`config.mk`:
```
export PLATFORM = sky130hd
export DESIGN_NAME = mul_acc_unit
export DESIGN_NICKNAME = d
export VERILOG_FILES = /design/src/rtl/mul_acc_unit.sv
export SDC_FILE = /design/constraint.sdc
export NUM_CORES = 1
export LEC_CHECK = 0
export ABC_AREA = 1
export CORE_ASPECT_RATIO = 0.5
export CORE_UTILIZATION = 30
export CTS_CLUSTER_SIZE = 16
export DETAILED_ROUTE_END_ITERATION = 12
export GPL_TIMING_DRIVEN = 0
export PLACE_DENSITY = 0.53
export SLEW_MARGIN = 0
export SYNTH_ARGS = -nofsm -noshare
export SYNTH_HDL_FRONTEND = slang
export SYNTH_SLANG_ARGS = --single-unit
```
`constraint.sdc`:
```
create_clock -name clk -period 2.08 [get_ports clk]
set_clock_uncertainty 0.1 [all_clocks]
set_input_delay 0.416 -clock clk [delete_from_list [all_inputs] [get_ports clk]]
set_output_delay 0.416 -clock clk [all_outputs]
set_load 0.02 [all_outputs]
```
`src/rtl/mul_acc_unit.sv`:
```
// mul_acc_unit: accumulate half of the my_mul multiply-accumulate path.
// Sums a batch of unsigned products into a saturating accumulator and hands
// the batch result to a consumer over a valid/ready handshake. Only one batch
// is ever in flight: the input side is closed while a result is waiting.
module mul_acc_unit #(
    parameter int BITWIDTH = 32,
    parameter int COUNT_W  = 4
) (
    input  logic                clk,
    input  logic                reset,
    input  logic                in_valid,
    output logic                in_ready,
    input  logic [BITWIDTH-1:0] prod,
    input  logic                prod_ovf,
    input  logic [COUNT_W-1:0]  len,
    output logic                out_valid,
    input  logic                out_ready,
    output logic [BITWIDTH-1:0] acc_out,
    output logic                acc_sat
);

    localparam logic [1:0] IDLE = 2'd0;
    localparam logic [1:0] ACC  = 2'd1;
    localparam logic [1:0] DONE = 2'd2;

    logic [1:0]          state;
    logic [BITWIDTH-1:0] acc;
    logic                sat;
    logic [COUNT_W-1:0]  remaining;

    logic                accept;
    logic                take;
    logic [COUNT_W-1:0]  first_remaining;
    logic [BITWIDTH:0]   sum;
    logic                sum_sat;

    // Handshake qualifiers; the input side is held closed during reset and
    // while a finished batch waits for the consumer.
    always_comb begin
        in_ready  = (state != DONE) && !reset;
        out_valid = (state == DONE);
        accept    = in_valid && in_ready;
        take      = out_valid && out_ready;
    end

    // Beats still owed after the first one; a zero length counts as one beat.
    always_comb begin
        if (len == '0) begin
            first_remaining = '0;
        end else begin
            first_remaining = len - COUNT_W'(1);
        end
    end

    // Widened add exposes the carry; saturation is sticky for the whole batch.
    always_comb begin
        sum     = {1'b0, acc} + {1'b0, prod};
        sum_sat = sum[BITWIDTH] || prod_ovf || sat;
    end

    // Batch sequencing and accumulation.
    always_ff @(posedge clk) begin
        if (reset) begin
            state     <= IDLE;
            acc       <= '0;
            sat       <= 1'b0;
            remaining <= '0;
        end else begin
            case (state)
                IDLE: begin
                    if (accept) begin
                        acc       <= prod_ovf ? '1 : prod;
                        sat       <= prod_ovf;
                        remaining <= first_remaining;
                        state     <= (first_remaining == '0) ? DONE : ACC;
                    end
                end
                ACC: begin
                    if (accept) begin
                        if (sum_sat) begin
                            acc <= '1;
                            sat <= 1'b1;
                        end else begin
                            acc <= sum[BITWIDTH-1:0];
                        end
                        remaining <= remaining - COUNT_W'(1);
                        if (remaining == COUNT_W'(1)) begin
                            state <= DONE;
                        end
                    end
                end
                DONE: begin
                    if (take) begin
                        state <= IDLE;
                        acc   <= '0;
                        sat   <= 1'b0;
                    end
                end
                default: begin
                    state <= IDLE;
                end
            endcase
        end
    end

    // The accumulator registers are the result; they are frozen while in DONE.
    always_comb begin
        acc_out = acc;
        acc_sat = sat;
    end

endmodule

```
Yosys cells after proc, flatten, opt, wreduce, memory -nomap -nowiden:

Index checks and enable logic that the tools add are counted.

* flip-flop bits (word level): 39
* input bits: 41
* output and inout port bits: 35
* word-level logic and storage cells: 52

* $add $sub $neg: 3
* equality and inequality tests: 9
* multiplexer cells: 21
* reductions and logical operators: 15

Operators with widths (count)
* two-way mux 32 bit: 5
* one-hot mux 32 bit (3 select lines): 1
* adder 32 x 32 -> 33 bit: 1
* two-way mux 4 bit: 3
* two-way mux 2 bit: 5
* inequality test 2 bit (second input constant): 5
* logical NOT 4 bit: 2
* one-hot mux 4 bit (2 select lines): 1
* AND reduction 4 bit: 2
* subtractor 4 x 1 -> 4 bit (second input constant): 2
* one-hot mux 2 bit (3 select lines): 1
* AND reduction 5 bit: 1
* equality test 4 x 1 -> 1 bit (second input constant): 1
* two-way mux 1 bit: 4
* logical AND 1 bit: 3
* one-hot mux 1 bit (3 select lines): 1
* AND reduction 3 bit: 1
* nonzero test 3 bit: 1
* equality test 2 x 1 -> 1 bit (second input constant): 1
* equality test 2 bit (second input constant): 1
* logical NOT 2 bit: 1
* logical OR 1 bit: 2
* inequality test 2 x 1 -> 1 bit (second input constant): 1
* nonzero test 2 bit: 1
* logical NOT 1 bit: 1

Logic depth before layout (Yosys ltp):

Gate-level depths: netlist (run 1).

* depth after elaboration: 6
* mapped depth: 15
* gate-level depth less buffers: 15

Least setup slack after synthesis (run 1):

Ideal clock, no wire load.

* kind: input-to-reg
* from: input prod[0]
* to: register acc[16] (netlist: acc_out[16])
* library setup time: 119 ps
* data arrival time: 1945 ps
* required time: 1861 ps
* path slack: -84 ps
* cell stages on the path: 13
* path buffers: 1
* path through: ha_1 fa_1 nand2_1 nand2_1 nand3_2 nand2_2 nand2_1 nand2_2 nand3_2 nand2_4 buf_6 o21ai_1 a21oi_1

* cells in the longest elaborated chain, start to end: 6

RTL lines
* start, declared: line 13 `input logic [BITWIDTH-1:0] prod,`
* adder 32 x 32 -> 33 bit (*): line 57 `sum = {1'b0, acc} + {1'b0, prod};`
* logical OR 1 bit (2 in series): line 58 `sum_sat = sum[BITWIDTH] || prod_ovf || sat;`
* two-way mux 32 bit (*): line 80 `if (sum_sat) begin`
* two-way mux 32 bit (*): line 79 `if (accept) begin`
* one-hot mux 32 bit (3 select lines) (*): line 69 `case (state)`
* end signal, assigned: line 72 `acc <= prod_ovf ? '1 : prod;`
* end signal, assigned: line 84 `acc <= sum[BITWIDTH-1:0];`
* end, declared: line 27 `logic [BITWIDTH-1:0] acc;`

Mark *: on every way between the ends. The rest lies on a longest branch, timed or not. The select of a mux whose other input is x is not followed.
A chain may end at the register's enable or synchronous reset.

Worst setup path in the final report (run 1):

* from: register acc[0] (netlist: acc_out[0])
* to: register acc[15] (netlist: acc_out[15])

* cells in the longest elaborated chain, start to end: 6

RTL lines (line)
* adder 32 x 32 -> 33 bit (*): 57
* logical OR 1 bit (2 in series): 58
* two-way mux 32 bit (*): 80
* two-way mux 32 bit (*): 79
* one-hot mux 32 bit (3 select lines) (*): 69

Marks and branches as above.

==> summary.txt, run 1 <==
Clock network
  – Clock Tree Root: clkbuf_16
  – Inserted Clock Buffers: 5
  – CTS tree: built
  – Reg clk slew, reported paths: 0.07 ns
  – # H-tree levels: 2
  – Clk buf depth: 2
  – Worst skew pair latency: 0.30 ns
  – Clock sinks: 39
  – Cts hold-fix bufs: 0

Global routing
  – Vias in the first global route: 5,126
  – All-Layer GR Usage: 0.214
  – Antenna violations before repair: 0
  – Gr ovfl total: 0
  – Largest net degree at the start of global routing: 14
  – Global-route wire length before repair: 27,200 um

Power
  – Net load switching power: 6.39 mW
  – Worst-case vdd ir drop: 0.555 mV
  – Clock share of power: 0.080
  – Tot Pwr: 12.0 mW
  – P_leak: 3.33 nW
  – Pwr dens: 1710 nW/um2
  – Switching Share: 0.532
  – Cell Int Power: 5.62 mW
  – Comb power frac: 0.787
  – Part of the power in registers: 0.134

Synth
  – Synth unique cells: 32
  – Post-synth ARST share: 0
  – Most used DFF post-synth: dfxtp_1
  – #FFs+latches synth: 39
  – Sequential fraction of the synthesis area: 0.167
  – Number of synthesized flops with an enable pin: 0
  – Cell area after synthesis: 4680 um2
  – Syn Area/Cell: 5.42 um2
  – Cells after synthesis: 864
  – Yosys warning count: 0
  – Syn Nets: 943

Timing
  – Final Max Tran Viols: 0
  – Final Hold Viols: 0
  – Ratio of final minimum period to clock period: 1.04
  – RSZ-0062 raised after global routing: true
  – Tmin final: 2.16 ns
  – Hold Slack: 0.269 ns
  – Fmax: 462 MHz
  – Final setup fails: 9
  – Headroom to the max-slew limit: 0.594
  – Setup TNS: -0.316 ns
  – Setup ws final: -0.0826 ns
  – Worst Tran Pin Value: 0.609 ns

Die
  – Site Rows: 31
  – Starting Density: 0.315
  – Die height: 90.4 um
  – Total Die Area: 16,100 um2
  – Die width: 179 um
  – Core area: 14,900 um2
  – # IOs: 76

Critical path
  – Worst-path fanout max: 6
  – Crit path DAT: 2.25 ns
  – Reg2reg path depth: 14
  – Reg2Reg Setup Slack: -0.08 ns
  – Worst setup EP type: flip-flop
  – Reg-to-Reg Start: acc_out[0]
  – Crit start category: flip-flop
  – Worst r2r dst: acc_out[15]
  – CP Class: reg -> reg
  – Critical Path RT: 2.17 ns

Hold path
  – Hold path depth: 2
  – HP Class: in -> reg
  – Hold Path Sink: remaining[3]
  – Hold Startpoint: reset

Cells and area
  – Syn-to-layout area delta: 50.1%
  – # nets final: 1,051
  – Final Cell Area: 7030 um2
  – Most frequent cells in the layout: nand2_1 (224), inv_1 (128), nor2_1 (125), a21oi_1 (48), clkdlybuf4s50_1 (39)
  – Most common cell after layout, fill and taps aside: nand2_1
  – Fraction of layout instances using a drive strength above 1: 0.218

Placed design
  – Routability cong.: 0.936
  – IO Port Bufs: 74
  – Post-DP Area: 5690 um2
  – DP Wirelength: 13,000 um

Routing
  – Via density: 4.88
  – 1st-iter DRT viols: 398
  – Total routed wirelength: 17,600 um
  – TritonRoute pass-1 iters: 5
  – # DRC: 0
  – Final ANT Viol Nets: 0
  – Vias: 5,714
  – Wirelength per Cell: 15.0 um

Status
  – Failing checks: setup timing
  – Outcome: finished, violations left

Job
  – MaxCap Viol Count: 0
[registers in the layout, summed over array words and instances, names as in the netlist]
signal / flops
remaining: 4
acc_out: 32
state: 2
acc_sat: 1
[metal layers]
metal  up-vias  share of wire  track usage
li1       2918              -            -
met1      2643           0.54        0.332
met2       138           0.40        0.308
met3        15          0.053       0.0282
met4         0         0.0084       0.0332
met5         -              0            0
[final cells by class]
type,count,area [um2]
fillers,1576,7820
multi-input cells,667,4140
repair buffers,103,1010
flip-flops and latches,39,792
inverters,133,508
well taps,198,248
plain buffers,23,160
clock buffers,5,125
clock inverters,3,43.8
diodes,1,2.50
[how the worst max path moves through the flow]
stage / depth (start not counted) / slack (ns) / start / end
2_1_floorplan: 13 / 0.009 / prod[0] / acc_out[16]
3_3_place_gp: 14 / -0.87 / prod[0] / acc_out[24]
3_5_place_dp: 14 / -0.92 / prod[0] / acc_out[24]
4_1_cts: 13 / -0.05 / acc_out[0] / acc_out[28]
5_1_grt: 13 / -0.17 / acc_out[0] / acc_out[20]
6_report: 14 / -0.08 / acc_out[0] / acc_out[15]
[critical path: stages (launching register included)]
cell and delay (ns):
dfxtp_4 0.35, ha_4 0.16, fa_2 0.35, nand2_2 0.08, nand2_2 0.06, nand3_2 0.08
nand2_4 0.08, nand2_4 0.07, nand2_4 0.06, nand3_4 0.09, nand2_8 0.12, buf_6 0.16
buf_6 0.11, o21ai_2 0.12, a21oi_1 0.08
[cell usage after synthesis (2+ instances only)]
cell	number	area [um2]
and2_1	8	50.1
o21ai_0	43	215
dfxtp_1	39	781
xor2_1	16	140
a21oi_2	2	17.5
clkinv_1	2	7.51
buf_6	2	22.5
nand2_1	252	946
inv_1	130	488
o21ai_1	25	125
ha_1	37	463
nand2_2	4	25.0
buf_2	5	25.0
nor2_2	7	43.8
nor3_1	5	25.0
nand3_2	2	20.0
o221a_2	2	22.5
clkbuf_1	17	63.8
nand3_1	45	225
nand4_1	6	37.5
nor2_1	143	537
a21oi_1	62	310
[kinds of logic (layout without fill, tap and decap cells)]
| family | count (synthesis) | in the layout | share of synthesized area |
|---|---|---|---|
| AO/OA/AOI/OAI | 136 | 136 | 0.150 |
| AND/OR/NAND/NOR | 476 | 476 | 0.415 |
| buffers and inverters | 158 | 267 | 0.133 |
| flip-flops | 39 | 39 | 0.167 |
| other | 0 | 1 | 0 |
| XOR/XNOR | 16 | 16 | 0.0299 |
| multiplexers | 1 | 1 | 0.00214 |
| adder cells (fa/ha/maj) | 38 | 38 | 0.103 |
[timing repair]
action | 4_1_cts | 5_1_grt
pin swaps | 27 | 18
gates cloned | 2 | 2
buffers inserted | 15 | 11
hold endpoints to repair | 0 | 0
endpoints found under the setup margin | 34 | 34
resized for setup | 145 | 104
[metrics by stage]
step,setup WS [ns],instances,util
after floorplan,0.00908,864,-
after global placement,-0.874,1136,0.383
after detailed placement,-0.917,1136,0.383
after CTS,-0.0526,1160,0.442
after global routing,-0.168,1171,0.473
final,-0.0826,1172,0.473
[power groups by stage]
stage          clock network [mW]  logic (mW)  registers [mW]
5_1_grt                     0.991        10.3            1.66
3_5_place_dp                    0        7.02            1.47
6_report                    0.956        9.45            1.60
2_1_floorplan                   0        4.41            1.82
4_1_cts                     0.960        8.21            1.59
3_3_place_gp                    0        6.98            1.46
Power figures use the tool's default switching activity.
==> inputs of run 2 (changes only) <==
--- a/config.mk
+++ b/config.mk
@@ -7,11 +7,12 @@
 export LEC_CHECK = 0
 export ABC_AREA = 1
 export CORE_ASPECT_RATIO = 0.5
-export CORE_UTILIZATION = 30
+export CORE_UTILIZATION = 45
 export CTS_CLUSTER_SIZE = 16
 export DETAILED_ROUTE_END_ITERATION = 12
+export GPL_ROUTABILITY_DRIVEN = 0
 export GPL_TIMING_DRIVEN = 0
-export PLACE_DENSITY = 0.53
+export PLACE_DENSITY = 0.73
 export SLEW_MARGIN = 0
 export SYNTH_ARGS = -nofsm -noshare
 export SYNTH_HDL_FRONTEND = slang
==> summary.txt, run 2 (synthesis gave the netlist of run 1 again) <==
Status
  – Outcome: finished, violations left
  – Failing checks: setup timing

Placed design
  – IO Port Bufs: 74
  – Post-DP Area: 5610 um2
  – DP Wirelength: 11,600 um
  – DP Worst Slack: -0.844 ns

Critical path
  – Worst setup EP type: flip-flop
  – Crit start category: flip-flop
  – CP startpoint: acc_out[0]
  – Buf/Inv on CP: 2
  – CP Class: reg -> reg
  – Crit-path most repeated cell: nand2_2
  – Largest stage delay, worst path: 0.39 ns
  – Top delay family on crit path: simple AND/OR/NAND/NOR gates
  – CP Cell Sequence: ha_4, fa_2, nand2_2, nand2_2, nand3_2, nand2_4, nand2_2, nand2_2, nand3_2, nand2_4, buf_6, buf_6, o21ai_4, a21oi_2
  – Worst-path fanout max: 5
  – Crit path DAT: 2.25 ns
  – Critical Path RT: 2.16 ns
  – Reg-to-Reg Start: acc_out[0]
  – Crit-path slowest cell: fa_2

Power
  – Net load switching power: 6.12 mW
  – P_leak: 3.26 nW
  – Pwr dens: 1710 nW/um2
  – Switching Share: 0.531
  – Part of the power in registers: 0.138
  – Worst-case vdd ir drop: 0.729 mV
  – Clock share of power: 0.092
  – Cell Int Power: 5.41 mW
  – Tot Pwr: 11.5 mW
  – Comb power frac: 0.770

Timing
  – Final setup fails: 20
  – Worst Tran Pin Value: 0.615 ns
  – Headroom to the max-slew limit: 0.590
  – Setup TNS: -0.810 ns
  – Tmin final: 2.17 ns
  – RSZ-0062 raised after global routing: true
  – Final Max Tran Viols: 0
  – Fmax: 461 MHz
  – Final Hold Viols: 0
  – Ratio of final minimum period to clock period: 1.04
  – Setup ws final: -0.0876 ns

Clock network
  – Inserted Clock Buffers: 5
  – Clock Tree Root: clkbuf_16
  – # H-tree levels: 2
  – Reg clk slew, reported paths: 0.07 ns
  – Clock sinks: 39
  – Clk buf depth: 2
  – CTS tree: built
  – Cts hold-fix bufs: 0
  – Worst skew pair latency: 0.30 ns

Routing
  – Total routed wirelength: 16,600 um
  – Wirelength per Cell: 15.0 um
  – 1st-iter DRT viols: 564
  – Via density: 5.33
  – TritonRoute pass-1 iters: 6
  – Vias: 5,890
  – # DRC: 0
  – Final ANT Viol Nets: 0

Cells and area
  – Final Cell Area: 6730 um2
  – Fraction of layout instances using a drive strength above 1: 0.195
  – Fill cells: 871
  – Most common cell after layout, fill and taps aside: nand2_1
  – Antenna diodes: 0
  – # nets final: 1,049
  – Syn-to-layout area delta: 43.8%
  – Most frequent cells in the layout: nand2_1 (223), nor2_1 (129), inv_1 (128), a21oi_1 (52)
  – Max FFs per register: 32

Global routing
  – Vias in the first global route: 5,222
  – Gr ovfl total: 0
  – Antenna violations before repair: 0
  – All-Layer GR Usage: 0.301
  – Global-route wire length before repair: 25,800 um
  – Largest net degree at the start of global routing: 14

Hold path
  – Hold Startpoint: remaining[3]
  – HP Class: reg -> reg

Job
  – MaxCap Viol Count: 0

Die
  – Die height: 74.1 um
  – # IOs: 76
  – Starting Density: 0.480
  – Die width: 146 um
  – Total Die Area: 10,800 um2
  – Core area: 9760 um2
  – Site Rows: 25
## run 2: what timing repair did
item	in CTS	in global routing
cloned	2	0
endpoints found under the setup margin	34	35
pin swaps	28	26
setup buffers	18	7
resized for setup	130	71
## run 2: metrics by stage
stage,utilization,instances,hold WS (ns)
finish,0.690,1106,0.398
global placement,0.575,1073,0.385
floorplan,-,864,0.364
detailed placement,0.575,1073,0.390
CTS,0.664,1101,0.397
global route,0.690,1106,0.425
## run 2: worst reg2reg max path, cell delays in order, from the launching register on
cell	delay (ns)
dfxtp_2	0.33
ha_4	0.16
fa_2	0.39
nand2_2	0.08
nand2_2	0.06
nand3_2	0.08
nand2_4	0.08
nand2_2	0.08
nand2_2	0.05
nand3_2	0.08
nand2_4	0.11
buf_6	0.16
buf_6	0.11
o21ai_4	0.12
a21oi_2	0.07
## run 2: power by group through the flow
| stage | Clock [mW] | Combinational, mW | Sequential [mW] |
|---|---|---|---|
| floorplan | 0 | 4.41 | 1.82 |
| global route | 1.09 | 9.67 | 1.64 |
| CTS | 1.05 | 8.07 | 1.57 |
| detailed placement | 0 | 6.87 | 1.46 |
| global placement | 0 | 6.79 | 1.44 |
| finish | 1.06 | 8.88 | 1.59 |
## run 2: layer usage
| metal | GRT usage | routed length [um] |
|---|---|---|
| met5 | 0 | 0 |
| met4 | 0.0752 | 238 |
| met3 | 0.0540 | 1640 |
| met2 | 0.475 | 6970 |
| met1 | 0.426 | 7770 |
## run 2: layout make-up
cell class	instances	area (um2)	share of cell area
Sequential cell	39	787	0.117
Multi-Input combinational cell	667	4000	0.595
Tap cell	135	169	0.0251
Timing Repair Buffer	100	932	0.138
Clock buffer	5	125	0.0186
Inverter	133	512	0.0760
Buffer	23	128	0.0190
Clock inverter	3	67.6	0.0100
Timing Repair inverter	1	8.76	0.00130
## run 2: final timing paths
check	end	slack, ns	cells past startpoint
hold reg to reg	remaining[3]	0.40	2
setup / recovery	acc_out[13]	-0.09	14
setup reg to reg	acc_out[13]	-0.09	14
hold / removal	remaining[3]	0.40	2
==> inputs of run 3 (changes only) <==
--- a/config.mk
+++ b/config.mk
@@ -8,11 +8,13 @@
 export ABC_AREA = 1
 export CORE_ASPECT_RATIO = 0.5
 export CORE_UTILIZATION = 45
+export CTS_CLUSTER_DIAMETER = 200
 export CTS_CLUSTER_SIZE = 16
 export DETAILED_ROUTE_END_ITERATION = 12
 export GPL_ROUTABILITY_DRIVEN = 0
 export GPL_TIMING_DRIVEN = 0
 export PLACE_DENSITY = 0.73
+export RECOVER_POWER = 50
 export SLEW_MARGIN = 0
 export SYNTH_ARGS = -nofsm -noshare
 export SYNTH_HDL_FRONTEND = slang
==> summary.txt, run 3 (synthesis gave the netlist of run 1 again) <==
Routing
  – 1st-iter DRT viols: 589
  – Wirelength per Cell: 15.0 um
  – # DRC: 0
  – Final ANT Viol Nets: 0
  – Total routed wirelength: 16,600 um
  – Vias: 5,882
  – Via density: 5.32
  – TritonRoute pass-1 iters: 5

Power
  – Worst-case vdd ir drop: 0.728 mV
  – P_leak: 3.28 nW
  – Pwr dens: 1700 nW/um2

Timing
  – Hold Slack: 0.398 ns
  – Worst Tran Pin Value: 0.610 ns
  – Ratio of final minimum period to clock period: 1.04
  – Fmax: 463 MHz
  – Setup TNS: -0.700 ns
  – Headroom to the max-slew limit: 0.594
  – Final Hold Viols: 0
  – Final Max Tran Viols: 0
  – Final setup fails: 17
  – Setup ws final: -0.0779 ns
  – RSZ-0062 raised after global routing: true
  – Tmin final: 2.16 ns

Die
  – Site Rows: 25
  – Core area: 9760 um2
  – Starting Density: 0.480
  – # IOs: 76
  – Die width: 146 um
  – Die height: 74.1 um
  – Total Die Area: 10,800 um2

Clock network
  – Clk buf depth: 2
  – Reg clk slew, reported paths: 0.07 ns
  – CTS tree: built
  – Cts hold-fix bufs: 0
  – Clock Tree Root: clkbuf_16
  – Inserted Clock Buffers: 5
  – Clock sinks: 39
  – Worst skew pair latency: 0.30 ns
  – # H-tree levels: 2

Placed design
  – Placed cell count: 1,073
  – DP Wirelength: 11,600 um
  – DP Worst Slack: -0.844 ns
  – IO Port Bufs: 74

Status
  – Failing checks: setup timing
  – Outcome: finished, violations left

Cells and area
  – Most frequent cells in the layout: nand2_1 (223), nor2_1 (129), inv_1 (128), a21oi_1 (52), o21ai_0 (40)
  – Fraction of layout instances using a drive strength above 1: 0.195
  – Fill cells: 874
  – Antenna diodes: 0
  – Max FFs per register: 32
  – # nets final: 1,049
  – Syn-to-layout area delta: 43.6%
  – Most common cell after layout, fill and taps aside: nand2_1
  – Post-route insts no fill: 1,106

Global routing
  – Global-route wire length before repair: 25,800 um
  – Vias in the first global route: 5,222
  – Antenna violations before repair: 0
  – Gr ovfl total: 0
  – Largest net degree at the start of global routing: 14
  – All-Layer GR Usage: 0.301

Hold path
  – Hold path depth: 2
  – Hold Path Sink: remaining[3]
  – Hold Startpoint: remaining[3]
  – HP Class: reg -> reg

Critical path
  – Worst r2r dst: acc_out[13]
  – Worst-path fanout max: 5
  – Reg2reg path depth: 14
  – Crit path DAT: 2.24 ns
  – CP Class: reg -> reg
  – Worst setup EP type: flip-flop
  – Reg2Reg Setup Slack: -0.08 ns
  – Crit start category: flip-flop
  – Reg-to-Reg Start: acc_out[0]
  – Critical Path RT: 2.16 ns

Job
  – MaxCap Viol Count: 0
-- run 3: changes by cell type in the layout (fill, tap and decap cells not counted) --
cell | previous run | this run
dlymetal6s2s_1 | 1 | 0
clkbuf_1 | 10 | 11
dlygate4sd3_1 | 0 | 18
clkdlybuf4s50_1 | 40 | 22
-- run 3: layout make-up --
class | instances | area, um2 | share of cell area
Clock buffer | 5 | 125 | 0.0186
Timing Repair Buffer | 100 | 923 | 0.137
Clock inverter | 3 | 67.6 | 0.0100
Multi-Input combinational cell | 667 | 4000 | 0.595
Tap cell | 135 | 169 | 0.0251
Buffer | 23 | 128 | 0.0190
Sequential cell | 39 | 787 | 0.117
Timing Repair inverter | 1 | 8.76 | 0.00130
Inverter | 133 | 512 | 0.0761
-- run 3: what timing repair did --
action                                  in CTS  in global routing
setup buffers                               18                  7
pin swaps                                   28                 26
cloned                                       2                  0
endpoints found under the setup margin      34                 35
resized for setup                          130                 71
-- run 3: per-stage QoR --
step	area, um2	utilization	power, mW
floorplan	4700	-	6.23
global placement	5610	0.575	8.23
detailed placement	5610	0.575	8.33
CTS	6480	0.664	10.7
global route	6720	0.689	12.3
finish	6720	0.689	11.4
-- run 3: worst max path at each step --
stage	startpoint	end	slack, ns	cells past startpoint
floorplan	prod[0]	acc_out[16]	0.009	13
global placement	prod[0]	acc_out[22]	-0.83	14
detailed placement	prod[0]	acc_out[24]	-0.84	14
CTS	acc_out[0]	acc_out[22]	-0.05	14
global route	acc_out[0]	acc_sat	-0.20	16
finish	acc_out[0]	acc_out[13]	-0.08	14
-- run 3: power by group --
part,internal [mW],switching (mW)
Clock,0.689,0.368
Sequential,1.15,0.437
Combinational,3.50,5.30
Total,5.34,6.10
-- run 3: critical path: stages (launching register included) --
cell	delay (ns)
dfxtp_2	0.33
ha_4	0.16
fa_2	0.39
nand2_2	0.08
nand2_2	0.06
nand3_2	0.08
nand2_4	0.07
nand2_2	0.08
nand2_2	0.05
nand3_2	0.08
nand2_4	0.10
buf_6	0.15
buf_6	0.11
o21ai_4	0.12
a21oi_2	0.07
-- run 3: routing by layer --
layer / vias to the layer above / global-route usage / part of all wire
li1: 2907 / - / -
met1: 2685 / 0.426 / 0.47
met2: 255 / 0.475 / 0.42
met3: 35 / 0.0540 / 0.091
met4: 0 / 0.0752 / 0.015
met5: - / 0 / 0
==> RTL change 1: new RTL, settings of run 1 <==
Change the parameter `COUNT_W` from 4 to 6.
--- a/src/rtl/mul_acc_unit.sv
+++ b/src/rtl/mul_acc_unit.sv
@@ -4,7 +4,7 @@
 // is ever in flight: the input side is closed while a result is waiting.
 module mul_acc_unit #(
     parameter int BITWIDTH = 32,
-    parameter int COUNT_W  = 4
+    parameter int COUNT_W  = 6
 ) (
     input  logic                clk,
     input  logic                reset,
Ports: changed (resized len); port bits go from 76 to 78. No check against the original RTL was run, so the function may have changed too.
==> RTL change 1 against run 1 <==
- the flow still finishes with violations (setup timing)
- area after synthesis increased by 6.2%
- core utilization is 2.2 points lower
- sequential cell count grew 2
- cell area rose by 1.6%
- combinational power is 5.2% lower
- largest power group unchanged
- die area is 6.1% higher
- register-to-register slack lost 0.03 ns
- clock power grew 15%
- largest cell class unchanged
- critical path depth is 1 lower
- setup slack got worse by 0.047 ns
- routed wire length is 1.1% higher
- power down 2.8%
- critical endpoint is now acc_out[24]
==> RTL change 1: results (changes against run 1) <==
Timing
  – Final setup viols: 31 (was 9)
  – Hold WS: 0.234 ns (was 0.269 ns)
  – Setup TNS: -1.65 ns (was -0.316 ns)
  – Max transition margin: 56.7% (was 59.4%)
  – Setup ws final: -0.129 ns (was -0.0826 ns)

Setup path
  – Worst R2R Setup Slack: -0.11 ns (was -0.08 ns)
  – CP max-delay cell: dlygate4sd2_1 (was dfxtp_4)
  – R2r endpoint: acc_out[24] (was acc_out[15])
  – Critical path peak fanout: 5 (was 6)

Synthesis
  – Syn Area/Cell: 5.50 um2 (was 5.42 um2)
  – Top cells by count, synth: 261 x nand2_1, 147 x nor2_1, 137 x inv_1 (was 252 x nand2_1, 143 x nor2_1, 130 x inv_1)
  – Post-synthesis adder-cell area fraction: 10.2% (was 10.3%)
  – Mapped Nets: 988 (was 943)
  – Synth unique cells: 41 (was 32)
  – Area contributors post-synth: nand2_1 20%, dfxtp_1 17%, nor2_1 11%, inv_1 10%, ha_1 9.8% (was nand2_1 20%, dfxtp_1 17%, nor2_1 11%, inv_1 10%, ha_1 9.9%)

Placed design
  – Pre-CTS setup slack: -0.952 ns (was -0.917 ns)
  – Gpl congestion: 0.900 (was 0.936)
  – Placed inst area: 6020 um2 (was 5690 um2)
  – HPWL Detailed: 13.5 mm (was 13.0 mm)
  – Port bufs: 75 (was 74)

Power and ir drop
  – Peak VDD IR: 0.554 mV (was 0.555 mV)
  – Sw frac: 53.1% (was 53.2%)

Global routing
  – Total track usage: 21.0% (was 21.4%)
  – Largest net degree at the start of global routing: 15 (was 14)

Status
  – Run status: finished, violations left (unchanged)
  – Failing checks: setup timing (unchanged)

Layout
  – # fillers: 1720 (was 1576)
  – Diode count: 0 (was 1)

Routing
  – DRT iter0 DRCs: 428 (was 398)
==> RTL change 1: layout make-up <==
class	instances	share of cell area (%)
Timing Repair inverter	1	0.123
Buffer	24	2.21
Sequential cell	41	11.6
Clock buffer	5	1.75
Timing Repair Buffer	95	12.5
Multi-Input combinational cell	698	59.5
Inverter	140	7.53
Clock inverter	3	0.963
Tap cell	221	3.87
==> RTL change 1: critical path, delay by kind of cell <==
kind                       cells  cell delay, ns
adders and majority gates      1            0.27
and+or+nand+nor                7            0.65
buffers and inverters          2            0.56
AOI/OAI and AO/OA              3            0.40
==> RTL change 1: worst max path at each step <==
| stage | startpoint | endpoint | slack [ns] | cells past startpoint |
|---|---|---|---|---|
| 5_1_grt | prod[21] | acc_out[23] | -0.18 | 13 |
| 3_3_place_gp | prod[0] | acc_out[24] | -0.95 | 14 |
| 2_1_floorplan | prod[0] | acc_out[19] | 0.007 | 13 |
| 6_report | prod[21] | acc_out[24] | -0.13 | 13 |
| 4_1_cts | acc_out[0] | acc_out[19] | -0.08 | 14 |
| 3_5_place_dp | prod[0] | acc_out[24] | -0.95 | 14 |
==> RTL change 1: power by group through the flow <==
stage	registers, mW	clock network, mW	logic [mW]
global route	1.67	1.16	9.83
detailed placement	1.48	0	7.24
CTS	1.60	1.12	8.38
global placement	1.48	0	7.20
floorplan	1.84	0	4.59
finish	1.61	1.10	8.96
==> RTL change 1: cells by family (layout without fill, tap and decap cells) <==
group                    Yosys count  count (layout)
buffers and inverters            166             268
AND/OR/NAND/NOR                  500             500
AO/OA/AOI/OAI                    139             139
flip-flops                        41              41
XOR/XNOR                          18              18
adder cells (fa/ha/maj)           40              40
multiplexers                       1               1
==> RTL change 1: metal layers <==
layer | part of all wire, % | vias up | global-route usage (%)
li1 | - | 3027 | -
met1 | 56 | 2658 | 32.5
met2 | 40 | 87 | 30.0
met3 | 3.6 | 9 | 2.96
met4 | 0.87 | 0 | 4.31
met5 | 0 | - | 0
==> RTL change 1: what timing repair did <==
action / 4_1_cts / 5_1_grt
cloned: 2 / 0
hold buffers: 0 / 0
setup buffers: 14 / 5
pin swaps: 33 / 13
setup endpoints to repair: 35 / 36
resized for setup: 133 / 60
==> RTL change 2: new RTL, settings of run 1 <==
Without the edit above. Reset style: asynchronous (`reset`), changed in one clocked block.
--- a/src/rtl/mul_acc_unit.sv
+++ b/src/rtl/mul_acc_unit.sv
@@ -59,7 +59,7 @@
     end
 
     // Batch sequencing and accumulation.
-    always_ff @(posedge clk) begin
+    always_ff @(posedge clk or posedge reset) begin
         if (reset) begin
             state     <= IDLE;
             acc       <= '0;
Behaviour: differs if reset is asserted again (counterexample within 4 cycles, from zero or initial values and one cycle with reset high); with reset held inactive, the same outputs for 4 cycles.
==> RTL change 2 against run 1 <==
- the flow still finishes with violations (setup timing)
- cell area grew 1.0%
- routed wire length down 0.40%
- power rose by 1.9%
- hold slack better by 0.14 ns
- setup slack got worse by 0.095 ns
- largest cell class unchanged
- area after synthesis grew 7.6%
- sequential cell count unchanged
- synthesized cell count shrank 0.46%
- count of clock-buffer cells in the layout is the same
- global-route usage decreased by 0.40 points
==> RTL change 2: results (changes against run 1) <==
Layout
  – Nets: 1044 (was 1051)
  – # fillers: 1760 (was 1576)
  – Fraction of layout instances using a drive strength above 1: 20.8% (was 21.8%)
  – Diode count: 0 (was 1)

Placed design
  – Placed inst area: 6110 um2 (was 5690 um2)
  – Inst Count DP: 1162 (was 1136)
  – Gpl congestion: 0.947 (was 0.936)

Setup path
  – Max stage delay on crit path: 0.43 ns (was 0.35 ns)
  – CP max-delay cell: dfrtp_2 (was dfxtp_4)
  – R2r endpoint: acc_out[27] (was acc_out[15])
  – Reg2Reg Depth: 16 (was 14)

Global routing
  – Met3 Resource Use GR: 2.52% (was 2.82%)
  – Met1 Use GR: 31.0% (was 33.2%)
  – Largest net degree at the start of global routing: 23 (was 14)
  – First-pass GRT wire length: 27.7 mm (was 27.2 mm)
  – Grt met2 use: 32.6% (was 30.8%)

Status
  – Run status: finished, violations left (unchanged)
  – Failing checks: setup timing (unchanged)

Synthesis
  – Post-synthesis adder-cell area fraction: 9.58% (was 10.3%)
  – XOR/XNOR Fraction of Synth Area: 2.78% (was 2.99%)
  – Area contributors post-synth: nand2_1 19%, dfrtp_1 19%, nor2_1 11%, inv_1 11%, ha_1 9.2% (was nand2_1 20%, dfxtp_1 17%, nor2_1 11%, inv_1 10%, ha_1 9.9%)
  – Mux cell area share after synthesis: 0% (was 0.214%)
  – Seq/Total Area, Yosys: 19.4% (was 16.7%)
  – Syn Area/Cell: 5.86 um2 (was 5.42 um2)
  – Mapped Nets: 939 (was 943)
  – Top cells by count, synth: 261 x nand2_1, 147 x nor2_1, 144 x inv_1 (was 252 x nand2_1, 143 x nor2_1, 130 x inv_1)
  – Synth Flop Type: dfrtp_1 (was dfxtp_1)
  – Async set-reset flop share out of synthesis: 100% (was 0%)
  – Post-synthesis compound-gate area fraction: 11.5% (was 15.0%)

Hold path
  – Hold Path Class: primary input to async pin (was primary input to flip-flop)

Timing
  – Final setup viols: 31 (was 9)
  – Setup ws final: -0.178 ns (was -0.0826 ns)
  – Setup TNS: -3.60 ns (was -0.316 ns)

Routing
  – Avg Vias per Cell: 4.65 (was 4.88)
  – Metal2 WL: 7.43 mm (was 7.05 mm)
  – Routed length on met1: 9.07 mm (was 9.45 mm)
  – Met3 WL post-DR: 835 um (was 927 um)
  – Via count: 5549 (was 5714)
  – WL/cell: 14.7 um (was 15.0 um)

Power and ir drop
  – Clk network pwr share: 6.8% (was 8.0%)
  – Peak VDD IR: 0.492 mV (was 0.555 mV)
## RTL change 2: cell type report
cell class | instances | area [um2] | area share, %
tap | 227 | 284 | 4.00
inverter | 150 | 566 | 7.96
multi-input combinational | 651 | 4040 | 56.8
clock buffer | 5 | 125 | 1.76
timing repair buffer | 99 | 958 | 13.5
clock inverter | 3 | 20.0 | 0.282
sequential | 39 | 981 | 13.8
buffer | 19 | 131 | 1.85
## RTL change 2: metrics by stage
stage	hold WS (ns)	total power, mW	utilization [%]	worst slack (ns)
after detailed placement	0.446	9.69	37.3	-0.823
after global placement	0.446	9.62	37.2	-0.809
after CTS	0.435	11.9	42.6	-0.189
final	0.410	12.2	43.3	-0.178
after global routing	0.459	13.4	43.3	-0.265
after floorplan	0.433	7.24	-	-0.0811
## RTL change 2: what timing repair did
| action | CTS | global route |
|---|---|---|
| setup buffers | 21 | 3 |
| endpoints found under the setup margin | 35 | 33 |
| pin swaps | 18 | 15 |
| gates resized for setup | 129 | 33 |
| cloned | 1 | 0 |
